[config.mk]
export PLATFORM = sky130hd
export DESIGN_NAME = sdtimer_flat
export DESIGN_NICKNAME = d
export VERILOG_FILES = /design/src/rtl/sdtimer_pkg.sv /design/src/rtl/sdtimer_if.sv /design/src/rtl/sdtimer_sdec.sv /design/src/rtl/sdtimer.sv /design/src/flat_wrapper.sv
export SDC_FILE = /design/constraint.sdc
export NUM_CORES = 1
export LEC_CHECK = 0
export ABC_AREA = 0
export CORE_MARGIN = 4
export CORE_UTILIZATION = 40
export DETAILED_ROUTE_END_ITERATION = 8
export GPL_ROUTABILITY_DRIVEN = 0
export PLACE_DENSITY = 0.68
export REMOVE_ABC_BUFFERS = 1
export SETUP_SLACK_MARGIN = 0.4
export SLEW_MARGIN = 25
export SYNTH_ARGS = -nofsm -noshare
export SYNTH_HDL_FRONTEND = slang
export SYNTH_SLANG_ARGS = --single-unit
[constraint.sdc]
create_clock -name CLK -period 1.5 [get_ports CLK]
set_input_delay 0.15 -clock CLK [delete_from_list [all_inputs] [get_ports CLK]]
set_output_delay 0.15 -clock CLK [all_outputs]
set_load 0.01 [all_outputs]
[src/rtl/sdtimer_pkg.sv]
// Shared definitions for the sdtimer down-counter: FSM state encoding,
// default and legal counter widths.
package sdtimer_pkg;

    localparam int DEFAULT_N = 8;
    localparam int N_MIN     = 2;
    localparam int N_MAX     = 32;

    typedef enum logic [1:0] {
        ST_IDLE = 2'b00,
        ST_RUN  = 2'b01,
        ST_DONE = 2'b10
    } state_e;

    function automatic logic width_ok(input int n);
        return (n >= N_MIN) && (n <= N_MAX);
    endfunction

endpackage

[src/rtl/sdtimer_if.sv]
// Load/control and status bundle of the sdtimer. The master drives the
// load value and strobes; the slave (the timer) returns count and status.
interface sdtimer_if
    import sdtimer_pkg::*;
#(
    parameter int N = DEFAULT_N
) ();

    logic [N-1:0] D;
    logic         EN;
    logic         PL;
    logic         AR;
    logic [N-1:0] Q;
    logic         BOUT;
    logic         BUSY;
    logic         DONE;

    modport master (
        output D, EN, PL, AR,
        input  Q, BOUT, BUSY, DONE
    );

    modport slave (
        input  D, EN, PL, AR,
        output Q, BOUT, BUSY, DONE
    );

endinterface

[src/rtl/sdtimer_sdec.sv]
// N-bit unsigned decrementer with a "value is one" detect; the timer's
// terminal cycle is keyed off the count reaching one, not zero.
module sdec_generic #(
    parameter int N = 8
) (
    input  logic [N-1:0] value,
    output logic [N-1:0] dec,
    output logic         is_one
);

    localparam logic [N-1:0] ONE = N'(1);

    assign dec    = value - ONE;
    assign is_one = (value == ONE);

endmodule

[src/rtl/sdtimer.sv]
// Loadable down-counter with optional auto-reload, a one-cycle borrow
// pulse on each terminal event, and IDLE/RUN/DONE status.
module sdtimer
    import sdtimer_pkg::*;
#(
    parameter int N = DEFAULT_N
) (
    input  logic      CLK,
    input  logic      RST,
    sdtimer_if.slave  bus
);

    generate
        if (!width_ok(N)) begin : g_bad_width
            $error("sdtimer: N must lie in 2..32");
        end
    endgenerate

    state_e       state_q, state_d;
    logic [N-1:0] q_q, q_d;
    logic [N-1:0] rld_q, rld_d;
    logic         bout_q, bout_d;

    logic [N-1:0] dec_val;
    logic         is_one;
    logic         tick;
    logic         terminal;

    sdec_generic #(.N(N)) u_sdec (
        .value  (q_q),
        .dec    (dec_val),
        .is_one (is_one)
    );

    // A count step only happens in RUN without a load; the load strobe always wins.
    assign tick     = !bus.PL && bus.EN && (state_q == ST_RUN);
    assign terminal = tick && is_one;

    always_ff @(posedge CLK or posedge RST) begin
        if (RST) begin
            state_q <= ST_IDLE;
        end else begin
            state_q <= state_d;
        end
    end

    always_comb begin
        state_d = state_q;
        if (bus.PL) begin
            state_d = (bus.D != '0) ? ST_RUN : ST_IDLE;
        end else if (terminal && !bus.AR) begin
            state_d = ST_DONE;
        end
    end

    // A zero load value lands as zero in both registers, so loads need no special case here.
    always_comb begin
        q_d    = q_q;
        rld_d  = rld_q;
        bout_d = terminal;
        if (bus.PL) begin
            q_d   = bus.D;
            rld_d = bus.D;
        end else if (terminal) begin
            q_d = bus.AR ? rld_q : '0;
        end else if (tick) begin
            q_d = dec_val;
        end
    end

    always_ff @(posedge CLK or posedge RST) begin
        if (RST) begin
            q_q    <= '0;
            rld_q  <= '0;
            bout_q <= 1'b0;
        end else begin
            q_q    <= q_d;
            rld_q  <= rld_d;
            bout_q <= bout_d;
        end
    end

    always_comb begin
        bus.Q    = q_q;
        bus.BOUT = bout_q;
        bus.BUSY = (state_q == ST_RUN);
        bus.DONE = (state_q == ST_DONE);
    end

    // Inputs must be stable, known values when the clock samples them.
    a_inputs_known : assert property (@(posedge CLK) disable iff (RST)
        !$isunknown({bus.D, bus.EN, bus.PL, bus.AR}));

    a_run_nonzero : assert property (@(posedge CLK) disable iff (RST)
        (state_q == ST_RUN) |-> (q_q != '0));

    a_state_legal : assert property (@(posedge CLK) disable iff (RST)
        state_q inside {ST_IDLE, ST_RUN, ST_DONE});

endmodule
[src/flat_wrapper.sv]
// flat-port wrapper written by rule: the top's interface ports become plain ports
module sdtimer_flat import sdtimer_pkg::*;
#(
    parameter int N = DEFAULT_N
)
  (CLK, RST, bus_D, bus_EN, bus_PL, bus_AR, bus_Q, bus_BOUT, bus_BUSY, bus_DONE);
  sdtimer_if #(.N(N)) bus_i ();
  input  logic CLK;
  input  logic RST;
  input wire logic [$bits(bus_i.D)-1:0] bus_D;
  input wire logic [$bits(bus_i.EN)-1:0] bus_EN;
  input wire logic [$bits(bus_i.PL)-1:0] bus_PL;
  input wire logic [$bits(bus_i.AR)-1:0] bus_AR;
  output wire logic [$bits(bus_i.Q)-1:0] bus_Q;
  output wire logic [$bits(bus_i.BOUT)-1:0] bus_BOUT;
  output wire logic [$bits(bus_i.BUSY)-1:0] bus_BUSY;
  output wire logic [$bits(bus_i.DONE)-1:0] bus_DONE;
  assign bus_i.D = bus_D;
  assign bus_i.EN = bus_EN;
  assign bus_i.PL = bus_PL;
  assign bus_i.AR = bus_AR;
  assign bus_Q = bus_i.Q;
  assign bus_BOUT = bus_i.BOUT;
  assign bus_BUSY = bus_i.BUSY;
  assign bus_DONE = bus_i.DONE;
  sdtimer #(.N(N)) u_core (.CLK(CLK), .RST(RST), .bus(bus_i));
endmodule
== Word-level counts from Yosys, hierarchy flattened ==
Cells that the tools add are included.

* $add $sub $neg: 1
* Equality and inequality tests: 3
* Muxes and demuxes: 7
* Reductions and logical operators: 9

{| class="wikitable"
|+ Operator list
! kind !! number
|-
| $mux W8 || 4
|-
| $eq A8 B1 Y1 const B || 1
|-
| $reduce_bool A8 Y1 || 1
|-
| $sub A8 B1 Y8 const B || 1
|-
| $logic_and A1 B1 Y1 || 4
|-
| $mux W2 || 2
|-
| $reduce_bool A3 Y1 || 1
|-
| $eq A2 B1 Y1 const B || 1
|-
| $eq A2 B2 Y1 const B || 1
|-
| $logic_not A1 Y1 || 2
|-
| $reduce_bool A2 Y1 || 1
|-
| $mux W1 || 1
|}

* Register bits after elaboration: 19
* Input port bits: 13
* Output and inout bits: 11
* Logic and storage cells: 24

== Logic depth before layout (Yosys ltp) ==
* Depth in word-level cells: 7
* Mapped depth: 6
* Gate-level depth less buffers: 6

== By module ==
Synthesis repeated with hierarchy kept, for this count alone.

* Cell total of the unflattened synthesis: 106
* Area total of the unflattened synthesis: 1067.3 um2

{| class="wikitable"
|+ By module, submodules not included
! module !! times used !! cells an instance !! area each (um2) !! seq. area each (um2)
|-
| sdtimer || 1 || 85 || 912.1 || 475.5
|-
| sdec_generic || 1 || 21 || 155.1 || 0.0
|}

== Worst setup path before layout ==
OpenSTA, ideal clock, no wires.

* Path type: reg2reg
* From: register u_core.q_q[1] (netlist: u_core.bus.Q[1])
* To: register u_core.state_q[0]
* Library setup time: 0.120 ns
* Arrival: 1.580 ns
* Required time: 1.380 ns
* Setup slack: -0.199 ns
* Cell stages (with the launch flop): 7
* Buffers on the path: 0
* Clock period less this slack: 1.699 ns
* Cell sequence: dfrtp_1 inv_1 ha_1 nor2b_1 nand3_2 or3_1 a31o_1

* Word-level cells in the longest chain between the ends: 4

{| class="wikitable"
|+ Ends and longest elaborated chain
! element !! RTL line !! source
|-
| from (decl) || sdtimer.sv:20 || <nowiki>logic [N-1:0] q_q, q_d;</nowiki>
|-
| from (signal assigned) || sdtimer.sv:77 || <nowiki>q_q <= q_d;</nowiki>
|-
| $eq A8 B1 Y1 || sdtimer_sdec.sv:14 || <nowiki>assign is_one = (value == ONE);</nowiki>
|-
| $logic_and A1 B1 Y1 || sdtimer.sv:37 || <nowiki>assign terminal = tick && is_one;</nowiki>
|-
| $logic_and A1 B1 Y1 || sdtimer.sv:51 || <nowiki>end else if (terminal && !bus.AR) begin</nowiki>
|-
| $reduce_bool A2 Y1 (no line) || -- ||
|-
| to (signal assigned) || sdtimer.sv:43 || <nowiki>state_q <= state_d;</nowiki>
|-
| to (decl) || sdtimer.sv:19 || <nowiki>state_e state_q, state_d;</nowiki>
|}

No other way between the ends.
A chain may end at the register's enable or synchronous reset.

== Worst setup path in the final report ==
* From: register u_core.q_q[1] (netlist: u_core.bus.Q[1])
* To: register u_core.q_q[4] (netlist: u_core.bus.Q[4])

* Word-level cells in the longest chain between the ends: 4
* Elaborated cells between the ends (all ways): 7
* Those cells by class: 1 x add/sub; 1 x eq/ne; 3 x mux; 2 x reduce/logical

{| class="wikitable"
|+ Ends and longest elaborated chain
! element !! RTL line !! source
|-
| $sub A8 B1 Y8 / $eq A8 B1 Y1 (equally long branches) || sdtimer_sdec.sv:13, sdtimer_sdec.sv:14 ||
|-
| $mux W8 / $logic_and A1 B1 Y1 (equally long branches) || sdtimer.sv:66, sdtimer.sv:37 ||
|-
| $mux W8 || sdtimer.sv:64 || <nowiki>end else if (terminal) begin</nowiki>
|-
| $mux W8 || sdtimer.sv:61 || <nowiki>if (bus.PL) begin</nowiki>
|}

Several ways; a longest one is shown, not always the timed one. The select of a mux whose other input is x is not followed.

==> metrics.cfg <==
[finish]
nNetsFinal=187
layout-drive-gt1-share=0.532
finalInstanceArea_sq_um=1860
antennaDiodeCount=0
fill_cells=183
multi_input_area_sq_um=664
seqCellArea_sq_um=480
syn_to_final_growth_pct=68.1

[logic_synthesis]
synth_area_leaders=dfrtp_1 43%, mux2_2 6.1%, inv_1 3.1%, nor2_1 2.4%, a21oi_1 2.3%
synth_edf_count=0
syn_inst=106
yosysWarnings=0
async_flop_share=1.00
synth_cell_types=44
synth_seq_area_share=0.430
synth_ff_type=dfrtp_1
yosysTopAreaCellShare=0.430
synth_seq_cells=19
postSynthAreaPerCell_sq_um=10.4
yosysTopAreaCell=dfrtp_1
synth_area_sq_um=1100

[die]
initial_core_util=0.434
die_h_microns=60.6
die_x_microns=60.6
rows=18
core_sq_um=2540
io-pin-count=24
dieArea_sq_um=3670

[outcome]
status=complete, but fails checks
violations=setup timing

[detailed_routing]
vias=1190
dr.pass1.iters=4
wl_per_cell_microns=18.6
drt-total-wl_mm=3.74
vias_per_cell=5.92
ant_nets=0
drtIter0Drc=45
drc=0

[placed_design]
place_area_sq_um=1560
place_hpwl_mm=2.37
io_buffer_count=23

[grt]
grt_pass1_wl_mm=5.69
grt.total_usage=0.214
antenna_found_initial=0
grt_pass1_vias=1174
grt_max_degree=20
grt-ovfl-total=0

[clocking]
cts_tree=yes
clock_sinks=19
path_clk_slew_ns=0.11
numCtsBuffers=3
root_buffer=clkbuf_4
clk_latency_ns=0.31
clk_path_buf_depth=2
cts_max_level=1
hold_buffers=0

[sta]
maxSlewViolCount=0
post-route-min-period_ns=1.70
max-slew-margin-rel=0.765
worst_pin_slew_ns=0.349
hold_violations=0
holdWs_ns=0.146
final.period_utilization=1.14
fmax_mhz=587
finalSetupViolCount=11
fin_worst_skew_ns=0.00381
rsz0062_at_grt=yes
timing.final.ws_setup_ns=-0.204

[worst_setup_path]
worstPathArrival_ns=1.96
crit_fanout=4
cpPeakStageDelay_ns=0.49
path_class=reg2reg
critPathLaunchType=register
setup.worst_path.end_class=register
cp_cell_sequence=inv_2 -> ha_4 -> or4bb_4 -> nor3_4 -> o2bb2ai_1 -> a221o_1
cp_slowest_cell=or4bb_4
critical_path_required_ns=1.75

[power]
p_leak_nw=0.835
power_mw=1.52
ir_worst_vdd_v=0.000752
p_per_area_nw_per_um2=818

[run]
drv_cap=0

[min_path]
min_path_type=in2async

-- Yosys cell counts, types with 2 or more instances --
cell	count
dfrtp_1	19
inv_1	9
nor2_1	7
mux2_2	6
a21oi_1	5
nand2_1	4
o21ai_0	4
clkbuf_1	3
nand3_1	3
nor2b_1	3
a21o_1	2
a221o_1	2
a22oi_1	2
and3_1	2
ha_1	2
o31ai_1	2
or3_1	2
or4_4	2
xnor2_1	2
-- per-layer routing --
layer  GRT usage  wire, microns  vias up
met5           0              0        -
met2       0.378           1860       56
met4      0.0805            119        0
met1       0.265           1510      584
met3      0.0319            253       18
li1            -              -      532
-- layout make-up --
type | count | share of cell area
clock buffers | 4 | 0.0142
inverters | 9 | 0.0195
multi-input cells | 75 | 0.358
flip-flops and latches | 19 | 0.259
well taps | 30 | 0.0202
repair buffers | 64 | 0.330
-- registers in the layout, indices dropped and copies added, names as in the netlist --
signal / count
u_core.rld_q: 8
u_core.bus.Q: 8
u_core.state_q: 2
u_core.bus.BOUT: 1
-- timing repair --
item / 4_1_cts / 5_1_grt
pin swaps: 8 / 2
hold endpoints to repair: 0 / 0
endpoints found under the setup margin: 27 / 21
buffers inserted: 11 / 3
gates resized for setup: 86 / 13
-- through the flow --
step	setup WS, ns	setup TNS, ns	cells	utilization
6_report	-0.204	-1.31	201	0.730
3_5_place_dp	-0.318	-2.33	183	0.615
5_1_grt	-0.244	-1.98	201	0.730
3_3_place_gp	-0.286	-2.01	183	0.615
4_1_cts	-0.152	-0.938	198	0.703
2_1_floorplan	-0.200	-0.985	103	-
-- cell usage in the layout (no fill, tap or decap), drive strengths merged, types with 2 or more instances in the layout --
| master | count |
|---|---|
| nor2 | 8 |
| or3 | 2 |
| nor3 | 2 |
| or4 | 2 |
| a31o | 2 |
| nor4 | 2 |
| a22oi | 2 |
| clkbuf | 4 |
| nand3 | 4 |
| inv | 9 |
| a21o | 2 |
| buf | 51 |
| a211o | 2 |
| dfrtp | 19 |
| a21oi | 5 |
| clkdlybuf4s50 | 11 |
| nand2 | 4 |
| a221o | 2 |
| a22o | 2 |
| xnor2 | 2 |
| o31ai | 2 |
| ha | 2 |
| and3 | 2 |
| mux2 | 6 |
| o21ai | 4 |
| nor2b | 3 |
-- worst max-delay path: cells and delay by family, from the launching register on --
| family | cells | cell delay, ns |
|---|---|---|
| fa+ha+maj | 1 | 0.13 |
| simple gates | 2 | 0.71 |
| buf+inv | 1 | 0.09 |
| flops | 1 | 0.43 |
| compound gates | 2 | 0.29 |
-- power breakdown --
part | internal [mW] | total [mW] | switching [mW]
clock network | 0.104 | 0.270 | 0.166
logic | 0.366 | 0.624 | 0.258
registers | 0.566 | 0.625 | 0.0590
total | 1.04 | 1.52 | 0.484
-- worst paths after layout --
| path | startpoint | slack (ns) | cells past startpoint | to |
|---|---|---|---|---|
| worst max-delay path | u_core.bus.Q[1]$_DFFE_PP0P_ | -0.20 | 6 | u_core.bus.Q[4]$_DFFE_PP0P_ |
| worst min-delay path | RST | 0.15 | 3 | u_core.rld_q[3]$_DFFE_PP0P_ |
| worst max register to register | u_core.bus.Q[1]$_DFFE_PP0P_ | -0.20 | 6 | u_core.bus.Q[4]$_DFFE_PP0P_ |
| worst min register to register | u_core.rld_q[3]$_DFFE_PP0P_ | 0.50 | 1 | u_core.bus.Q[3]$_DFFE_PP0P_ |
| max in group asynchronous | RST | 1.12 | 3 | u_core.bus.Q[0]$_DFFE_PP0P_ |
| min in group CLK | bus_PL | 0.36 | 3 | u_core.state_q[1]$_DFFE_PP0P_ |
-- kinds of logic after synthesis --
group,Yosys count,share of synthesized area
AOI/OAI and AO/OA,31,0.207
xor gates and xnor gates,2,0.0159
adders and majority gates,2,0.0226
buffers and inverters,12,0.0408
DFF,19,0.430
muxes,7,0.0702
and+or+nand+nor,33,0.213
Power figures use the tool's default switching activity.
